===== src/rtl/tlb_miss_walker.sv =====
// ============================================================================
// Module   : tlb_miss_walker
// Brief    : Single-level page-table walker servicing TLB misses.
// Revision : 1.0
// ============================================================================
`default_nettype none

module tlb_miss_walker #(
    parameter int VA_WIDTH    = 32,
    parameter int PA_WIDTH    = 20,
    parameter int PAGE_OFFSET = 12,
    parameter int PTE_WIDTH   = 32
) (
    input  logic                 clock,
    input  logic                 reset,
    input  logic                 miss_valid,
    input  logic [VA_WIDTH-1:0]  miss_virt_addr,
    output logic                 miss_ready,
    input  logic [PA_WIDTH-1:0]  ptbr,
    input  logic                 flush,
    output logic                 mem_req_valid,
    output logic [PA_WIDTH-1:0]  mem_req_addr,
    input  logic                 mem_req_ready,
    input  logic                 mem_rsp_valid,
    input  logic [PTE_WIDTH-1:0] mem_rsp_data,
    output logic                 new_tlb_entry,
    output logic [VA_WIDTH-1:0]  new_tlb_virt_addr,
    output logic [PA_WIDTH-1:0]  new_tlb_phy_addr,
    output logic                 new_tlb_write_priv,
    output logic                 page_fault,
    output logic [VA_WIDTH-1:0]  fault_virt_addr,
    output logic                 busy
);

    localparam int PPN_W = PA_WIDTH - PAGE_OFFSET;

    localparam logic [2:0] S_IDLE  = 3'd0;
    localparam logic [2:0] S_REQ   = 3'd1;
    localparam logic [2:0] S_WAIT  = 3'd2;
    localparam logic [2:0] S_DRAIN = 3'd3;
    localparam logic [2:0] S_FILL  = 3'd4;
    localparam logic [2:0] S_FAULT = 3'd5;

    logic [2:0]          state;
    logic [VA_WIDTH-1:0] va_q;
    logic [PA_WIDTH-1:0] pte_addr;
    logic [PA_WIDTH-1:0] phy_q;
    logic                wpriv_q;
    logic [VA_WIDTH-1:0] fault_va_q;
    logic [PA_WIDTH-1:0] vpn_offset;
    logic                pte_unused;

    // PTE index scaled by 4 bytes; the cast truncates so the add wraps modulo 2^PA_WIDTH
    assign vpn_offset = PA_WIDTH'({miss_virt_addr[VA_WIDTH-1:PAGE_OFFSET], 2'b00});
    assign pte_unused = ^mem_rsp_data[PTE_WIDTH-1:PPN_W+2];

    always_ff @(posedge clock or negedge reset) begin
        if (!reset) begin
            state      <= S_IDLE;
            va_q       <= '0;
            pte_addr   <= '0;
            phy_q      <= '0;
            wpriv_q    <= 1'b0;
            fault_va_q <= '0;
        end else begin
            case (state)
                S_IDLE: begin
                    if (miss_valid && !flush) begin
                        va_q     <= miss_virt_addr;
                        pte_addr <= ptbr + vpn_offset;
                        state    <= S_REQ;
                    end
                end
                S_REQ: begin
                    if (flush) begin
                        state <= S_IDLE;
                    end else if (mem_req_ready) begin
                        state <= S_WAIT;
                    end
                end
                S_WAIT: begin
                    if (flush) begin
                        // A response coinciding with flush is already consumed; nothing left to drain
                        state <= mem_rsp_valid ? S_IDLE : S_DRAIN;
                    end else if (mem_rsp_valid) begin
                        if (mem_rsp_data[0]) begin
                            phy_q   <= {mem_rsp_data[PPN_W+1:2], va_q[PAGE_OFFSET-1:0]};
                            wpriv_q <= mem_rsp_data[1];
                            state   <= S_FILL;
                        end else begin
                            fault_va_q <= va_q;
                            state      <= S_FAULT;
                        end
                    end
                end
                S_DRAIN: begin
                    if (mem_rsp_valid) begin
                        state <= S_IDLE;
                    end
                end
                S_FILL:  state <= S_IDLE;
                S_FAULT: state <= S_IDLE;
                default: state <= S_IDLE;
            endcase
        end
    end

    // Flush withdraws the request in the same cycle so no handshake can slip through
    assign mem_req_valid      = (state == S_REQ) && !flush;
    assign mem_req_addr       = pte_addr;
    assign miss_ready         = (state == S_IDLE);
    assign busy               = (state != S_IDLE);
    assign new_tlb_entry      = (state == S_FILL);
    assign page_fault         = (state == S_FAULT);
    assign new_tlb_virt_addr  = va_q;
    assign new_tlb_phy_addr   = phy_q;
    assign new_tlb_write_priv = wpriv_q;
    assign fault_virt_addr    = fault_va_q;

endmodule

`default_nettype wire


===== config.mk =====
export PLATFORM = sky130hd
export DESIGN_NAME = tlb_miss_walker
export DESIGN_NICKNAME = d
export VERILOG_FILES = /design/src/rtl/tlb_miss_walker.sv
export SDC_FILE = /design/constraint.sdc
export NUM_CORES = 1
export LEC_CHECK = 0
export CAP_MARGIN = 10
export CORE_UTILIZATION = 44
export CTS_CLUSTER_DIAMETER = 200
export DETAILED_ROUTE_END_ITERATION = 10
export PLACE_DENSITY_LB_ADDON = 0.2
export SLEW_MARGIN = 20
export SYNTH_ARGS = -nofsm -noshare
export SYNTH_HDL_FRONTEND = slang
export SYNTH_SLANG_ARGS = --single-unit
export TNS_END_PERCENT = 20

===== constraint.sdc =====
create_clock -name clock -period 2.1 [get_ports clock]
set_clock_uncertainty 0.15 [all_clocks]
set_input_delay 0.42 -clock clock [delete_from_list [all_inputs] [get_ports clock]]
set_output_delay 0.42 -clock clock [all_outputs]
set_load 0.01 [all_outputs]

# Word level (Yosys, flattened, before mapping)
# Cells that the tools add are included.
# W data, S select, Z words.
# word_totals
inputBits,90
regBits,108
mem_bits_rw,0
mem_count,0
latchBits,0
rom_bits,0
wordCells,36
output_inout_bits,110
# op_classes
bitwise_logic,2
order_cmp,0
n_eq_ne,9
muxes,9
addsub,1
mul,0
n_reduce_logical,9
n_shift,0
n_div,0
# op_table
operator,n
$add A20 B20 Y20,1
$mux W3,6
$pmux W3 S4,1
$reduce_and A4 Y1,3
$eq A3 B2 Y1 const B,2
$eq A3 B3 Y1 const B,2
$ne A3 B3 Y1 const B,2
$eq A3 B1 Y1 const B,1
$logic_not A3 Y1,1
$reduce_bool A3 Y1,1
$logic_and A1 B1 Y1,2
$mux W2,1
$ne A2 B1 Y1 const B,1
$ne A2 B2 Y1 const B,1
$not A1 Y1,2
$reduce_and A2 Y1,1
$logic_not A1 Y1,1
$mux W1,1

# Depth between registers and ports, before layout
# Gate-level depths: netlist (run 1).
# logic_depth
word_depth,4
mapped_depth,9
mapped_depth_nobuf,9

# Worst setup path after synthesis (run 1)
# Ideal clock, no wire load.
# synth_path
path_kind,input -> register
from,input port miss_virt_addr[12]
to,register pte_addr[18] (netlist: mem_req_addr[18])
cell_stages,9
n_path_buf,0
path_slack_ns,-0.177
setup_ns,0.074
arrival_time_ns,2.053
t_required_ns,1.876
cell_sequence,ha_1 -> inv_1 -> fa_1 -> nand2b_1 -> a21oi_2 -> nor3_1 -> o31a_1 -> mux2_4 -> o21ai_2
# synth_between
elab_chain_len,1
# synth_rtl
element,line_no,rtl
from (decl),17,"input logic [VA_WIDTH-1:0] miss_virt_addr,"
$add A20 B20 Y20,70,pte_addr <= ptbr + vpn_offset;
to (signal assigned),70,
to (decl),46,logic [PA_WIDTH-1:0] pte_addr;
# No other way between the ends.
# A chain may end at the register's enable or synchronous reset.

# Worst setup path in the final report (run 1)
# layout_path
from,input port miss_virt_addr[25]
to,register pte_addr[17] (netlist: mem_req_addr[17])
# Same word-level chain as after synthesis.

==> results of run 1 <==
[stage by stage]
stage	std cells	hold WS, ns	utilization (%)	setup slack, ns
2_1_floorplan	389	-0.0256	-	-0.106
3_3_place_gp	734	0.239	67.2	-0.757
3_5_place_dp	734	0.243	67.2	-0.792
4_1_cts	752	0.217	71.0	-0.104
5_1_grt	755	0.220	72.4	-0.157
6_report	755	0.202	72.4	-0.0596
[kinds of logic (layout without fill, tap and decap cells)]
family,after synthesis,after routing,share of synthesized area [%]
compound gates,58,58,7.54
xor+xnor,15,15,2.59
fa+ha+maj,18,18,4.58
buf+inv,30,256,2.98
flops,108,108,53.2
mux,90,90,22.2
simple gates,70,70,6.90
[synth_stat cells, types with 5 or more instances]
cell and instances:
a21o_1 5, a21oi_1 15, buf_2 11, clkbuf_1 5, dfrtp_1 108, ha_1 17, inv_1 9, mux2_2 57
mux2_4 31, nand2_1 31, nand3_1 7, nand4_1 6, nor2_1 5, o21ai_0 19, xnor2_1 7, xor2_1 8
[layout make-up]
| type | instances | area, um^2 |
|---|---|---|
| repair buffers | 232 | 2280 |
| well taps | 140 | 175 |
| clock inverters | 4 | 56.3 |
| fillers | 767 | 3040 |
| clock buffers | 11 | 243 |
| inverters | 9 | 33.8 |
| multi-input cells | 251 | 2500 |
| flip-flops and latches | 108 | 2710 |
[final timing paths]
check / startpoint / to / slack [ns] / cells past startpoint
setup reg to reg: state[0] / fault_virt_addr[14] / 0.12 / 5
max in group asynchronous: reset / state[2] / 0.76 / 3
hold reg to reg: mem_req_addr[13] / mem_req_addr[13] / 0.34 / 2
min in group asynchronous: reset / fault_virt_addr[11] / 0.41 / 2
hold / removal: miss_virt_addr[13] / new_tlb_virt_addr[13] / 0.20 / 3
setup / recovery: miss_virt_addr[25] / mem_req_addr[17] / -0.06 / 8
[routing by layer]
| metal | wire, um | vias up |
|---|---|---|
| met3 | 681 | 22 |
| met1 | 5360 | 1930 |
| met5 | 0 | - |
| li1 | - | 1817 |
| met4 | 224 | 0 |
| met2 | 6710 | 126 |
[worst max-delay path, cell delays in order]
cell and delay, ns:
clkdlybuf4s50_1 0.43, ha_1 0.31, buf_4 0.15, nand4_1 0.12
and4_1 0.23, a21oi_1 0.18, o21ai_0 0.13, a211o_1 0.25
[where the power goes]
group | switching, uW | leakage (uW) | total [uW] | internal (uW)
Sequential | 654 | 0.00136 | 3690 | 3030
Combinational | 1650 | 0.00221 | 4500 | 2860
Clock | 745 | 0.000147 | 1710 | 964
[sequential cells by signal (all words and copies together) (netlist names)]
register / cells
mem_req_addr: 20
new_tlb_virt_addr: 32
new_tlb_write_priv: 1
fault_virt_addr: 32
new_tlb_phy_addr: 20
state: 3
[what timing repair did]
| action | in CTS | in global routing |
|---|---|---|
| endpoints found under the setup margin | 16 | 21 |
| hold buffers | 1 | 0 |
| endpoints found under the hold margin | 30 | 0 |
| gates resized for setup | 44 | 33 |
| buffers inserted | 2 | 3 |
| pin swaps | 7 | 14 |
==> results.toml, run 1 <==
[timing]
worstMarginPinSlew_ns = 0.447
max_freq_mhz = 463
rsz0062_at_grt = "true"
slew_viol_final = 0
fin_ws_ns = -0.0596
slew_headroom_pct = 70.2
min_period_ns = 2.16
setup_tns_ns = -0.0596
hold_viol_final = 0
fin_crit_sh_pct = 103
setup_violations = 1

[global_route]
grt_use_met2_pct = 38.9
grtUsageTotal_pct = 21.6
busiest_layer = "met2"
antenna_found_initial = 0
grt_max_degree = 50
grtUsageMet1_pct = 25.4
grt.met3_usage_pct = 4.39
grt_pass1_vias = 4000
grt_pass1_wl_um = 19700
gr-total-overflow = 0

[die]
core_area_um2 = 11000
ios = 200
die_w_um = 109
die_y_um = 109
rows = 38
fp.dieArea_um2 = 12000
start_util_pct = 46.0

[layout]
layout-drive-gt1-share_pct = 33.2
area_delta_synth_final_pct = 57.3
final_cell_area_um2 = 7990
antenna_cells = 0
mostFrequentLayoutCells = "clkdlybuf4s50_1, dfrtp_1, mux2_2"
finalNetCount = 719
final_common_cell = "clkdlybuf4s50_1"

[synthesis]
netlist.top_cell.by_area = "dfrtp_1"
synth_top_area_share_pct = 53.2
ys_ff_latch = 108
synth_nets = 497
synth_seq_area_share_pct = 53.2
ys.flop_type = "dfrtp_1"
syn_inst = 389
ys_top_cells_by_area = "dfrtp_1, mux2_2, mux2_4"
synth_edf_count = 0
yosysWarningCount = 0
ys_async_sr_fraction_pct = 100
netlist_area_um2 = 5080
ys_types = 49
synth.avg_cell_area_um2 = 13.1

[clock_tree]
path_clk_slew_ns = 0.07
cts-root-buf = "clkbuf_16"
cts_made_buffers = 9
cts_tree = "done"
htreeDepth = 3
cts_buffer_depth = 2
clk_latency_ns = 0.35
cts_sinks = 108

[critical_path]
crit_type = "in -> reg"
end_kind = "register"
crit_fanout = 7
worst_ep_required_time_ns = 2.18
cp-start-kind = "primary input"
crit_arrival_ns = 2.24

[route]
ant_nets = 0
drt-wirelength-per-cell_um = 17.2
firstDrtPassIters = 4
drt_iter0_drc = 132
wl_um = 13000
vias = 3895
viasPerCell = 5.16
drc = 0

[pwr]
power_uw = 9900
peakVddDrop_v = 0.000804
power.density_nw_per_um2 = 1240
p_leak_uw = 0.00372

[placement]
port-buffer-count = 177
dp_hpwl_um = 9330
dpl_cell_area_um2 = 7410
place.gp.congestion = 0.800

[hold_path]
hold_path_class = "in -> reg"

[status]
violations = "setup timing"
status = "complete, but fails checks"

[run]
maxCapViolCount = 0
(Power assumes the default switching activity.)
==> run 2: changes to the inputs <==
--- a/config.mk
+++ b/config.mk
@@ -10,6 +10,7 @@
 export CTS_CLUSTER_DIAMETER = 200
 export DETAILED_ROUTE_END_ITERATION = 10
 export PLACE_DENSITY_LB_ADDON = 0.2
+export SKIP_CTS_REPAIR_TIMING = 1
 export SLEW_MARGIN = 20
 export SYNTH_ARGS = -nofsm -noshare
 export SYNTH_HDL_FRONTEND = slang
==> run 2 against run 1 <==
Compared with the run above:
- the run still ends with setup timing left
- design area is 0.52% higher
- maximum frequency is 1.6% lower
- die area stayed put
- critical path depth is 4 lower
- sequential power hardly changed
- flip-flop and latch count stayed put
- first-iteration DRC count is 8.3% lower
- final cell count is 0.26% lower
- total power hardly changed
- setup slack worse by 0.034 ns
- clock-buffer cell count stayed put
- critical path type is now reg -> out
- critical endpoint is now mem_req_valid
==> results.toml, run 2 (synthesis gave the netlist of run 1 again) <==
[status]
status = "complete, but fails checks"
violations = "setup timing"

[global_route]
grt_use_met2_pct = 38.0
grt_pass1_vias = 3979
busiest_layer = "met2"
grtUsageMet1_pct = 25.3
gr-total-overflow = 0
grt_max_degree = 50
antenna_found_initial = 0
grt.met3_usage_pct = 4.74
grtUsageTotal_pct = 21.4
grt_pass1_wl_um = 19500

[die]
start_util_pct = 46.0
die_w_um = 109
ios = 200
die_y_um = 109
core_area_um2 = 11000
rows = 38
fp.dieArea_um2 = 12000

[clock_tree]
cts_tree = "done"
cts_made_buffers = 9
cts_sinks = 108
cts-root-buf = "clkbuf_16"
clk_latency_ns = 0.34
htreeDepth = 3
cts_buffer_depth = 2
path_clk_slew_ns = 0.07

[placement]
place.gp.congestion = 0.800
pre_cts_ws_ns = -0.792
port-buffer-count = 177
dp_hpwl_um = 9330

[timing]
setup_violations = 3
min_period_ns = 2.19
fin_ws_ns = -0.0938
slew_viol_final = 0
rsz0062_at_grt = "true"
hold_viol_final = 0
worstMarginPinSlew_ns = 0.448
fin_crit_sh_pct = 104
slew_headroom_pct = 70.2
max_freq_mhz = 456

[route]
drt-wirelength-per-cell_um = 17.0
drt_iter0_drc = 121
wl_um = 12800
drc = 0
ant_nets = 0
vias = 3861
firstDrtPassIters = 4
viasPerCell = 5.13

[layout]
fillers = 749
antenna_cells = 0
layout-drive-gt1-share_pct = 32.1
area_delta_synth_final_pct = 58.1
finalNetCount = 717
final_common_cell = "clkdlybuf4s50_1"
mostFrequentLayoutCells = "clkdlybuf4s50_1, dfrtp_1, mux2_2"

[run]
maxCapViolCount = 0

[critical_path]
crit_type = "reg -> out"
end_kind = "output pin"
cp-start-kind = "register"
crit_arrival_ns = 1.62
worst_ep_required_time_ns = 1.53
crit_fanout = 7
reg2reg_slack_ns = 0.14

[pwr]
power_uw = 9900
peakVddDrop_v = 0.000805
power.density_nw_per_um2 = 1230
p_leak_uw = 0.00382

[hold_path]
hold_path_class = "in -> reg"
==> run 2: routing by layer <==
| metal | share of wire, % | vias to the layer above |
|---|---|---|
| met5 | 0 | - |
| met4 | 1.5 | 0 |
| met3 | 5.5 | 17 |
| met2 | 52 | 125 |
| met1 | 41 | 1908 |
| li1 | - | 1811 |
==> run 2: metrics by stage <==
stage                     cell area (um^2)  TNS, ns  util, %  instances  hold slack [ns]
after global routing                  8030   -0.484     72.8        753            0.234
final                                 8030   -0.131     72.8        753            0.233
after detailed placement              7410   -17.02     67.2        734            0.243
after global placement                7410   -15.48     67.2        734            0.239
after floorplan                       5110   -0.122        -        389          -0.0256
after CTS                             7710    -3.38     69.9        749           -0.131
==> run 2: report_power, final <==
part           internal [uW]  leakage (uW)  total [uW]  switching, uW
registers               3030       0.00136        3680            650
clock network            964      0.000147        1710            743
logic                   2870       0.00231        4510           1640
==> run 2: worst paths after layout <==
| path | from | to | depth (start not counted) |
|---|---|---|---|
| max | state[2] | mem_req_valid | 4 |
| min | miss_virt_addr[12] | new_tlb_virt_addr[12] | 2 |
| max reg2reg | state[0] | fault_virt_addr[23] | 5 |
| min reg2reg | mem_req_addr[12] | mem_req_addr[12] | 2 |
| max in group asynchronous | reset | state[2] | 3 |
| min in group asynchronous | reset | new_tlb_phy_addr[10] | 2 |
==> run 2: final cells by class <==
cell class	instances	area, um^2	share of cell area (%)
clock buffer	11	243	3.02
clock inverter	4	56.3	0.701
inverter	9	33.8	0.421
multi-input combinational	251	2490	31.0
sequential	108	2710	33.7
tap	140	175	2.18
timing repair buffer	230	2330	29.0
==> run 2: critical path, stage by stage (launching register included) <==
cell and delay, ns:
dfrtp_2 0.44, nor2_1 0.17, nand2_1 0.09, inv_1 0.06, clkdlybuf4s50_1 0.52
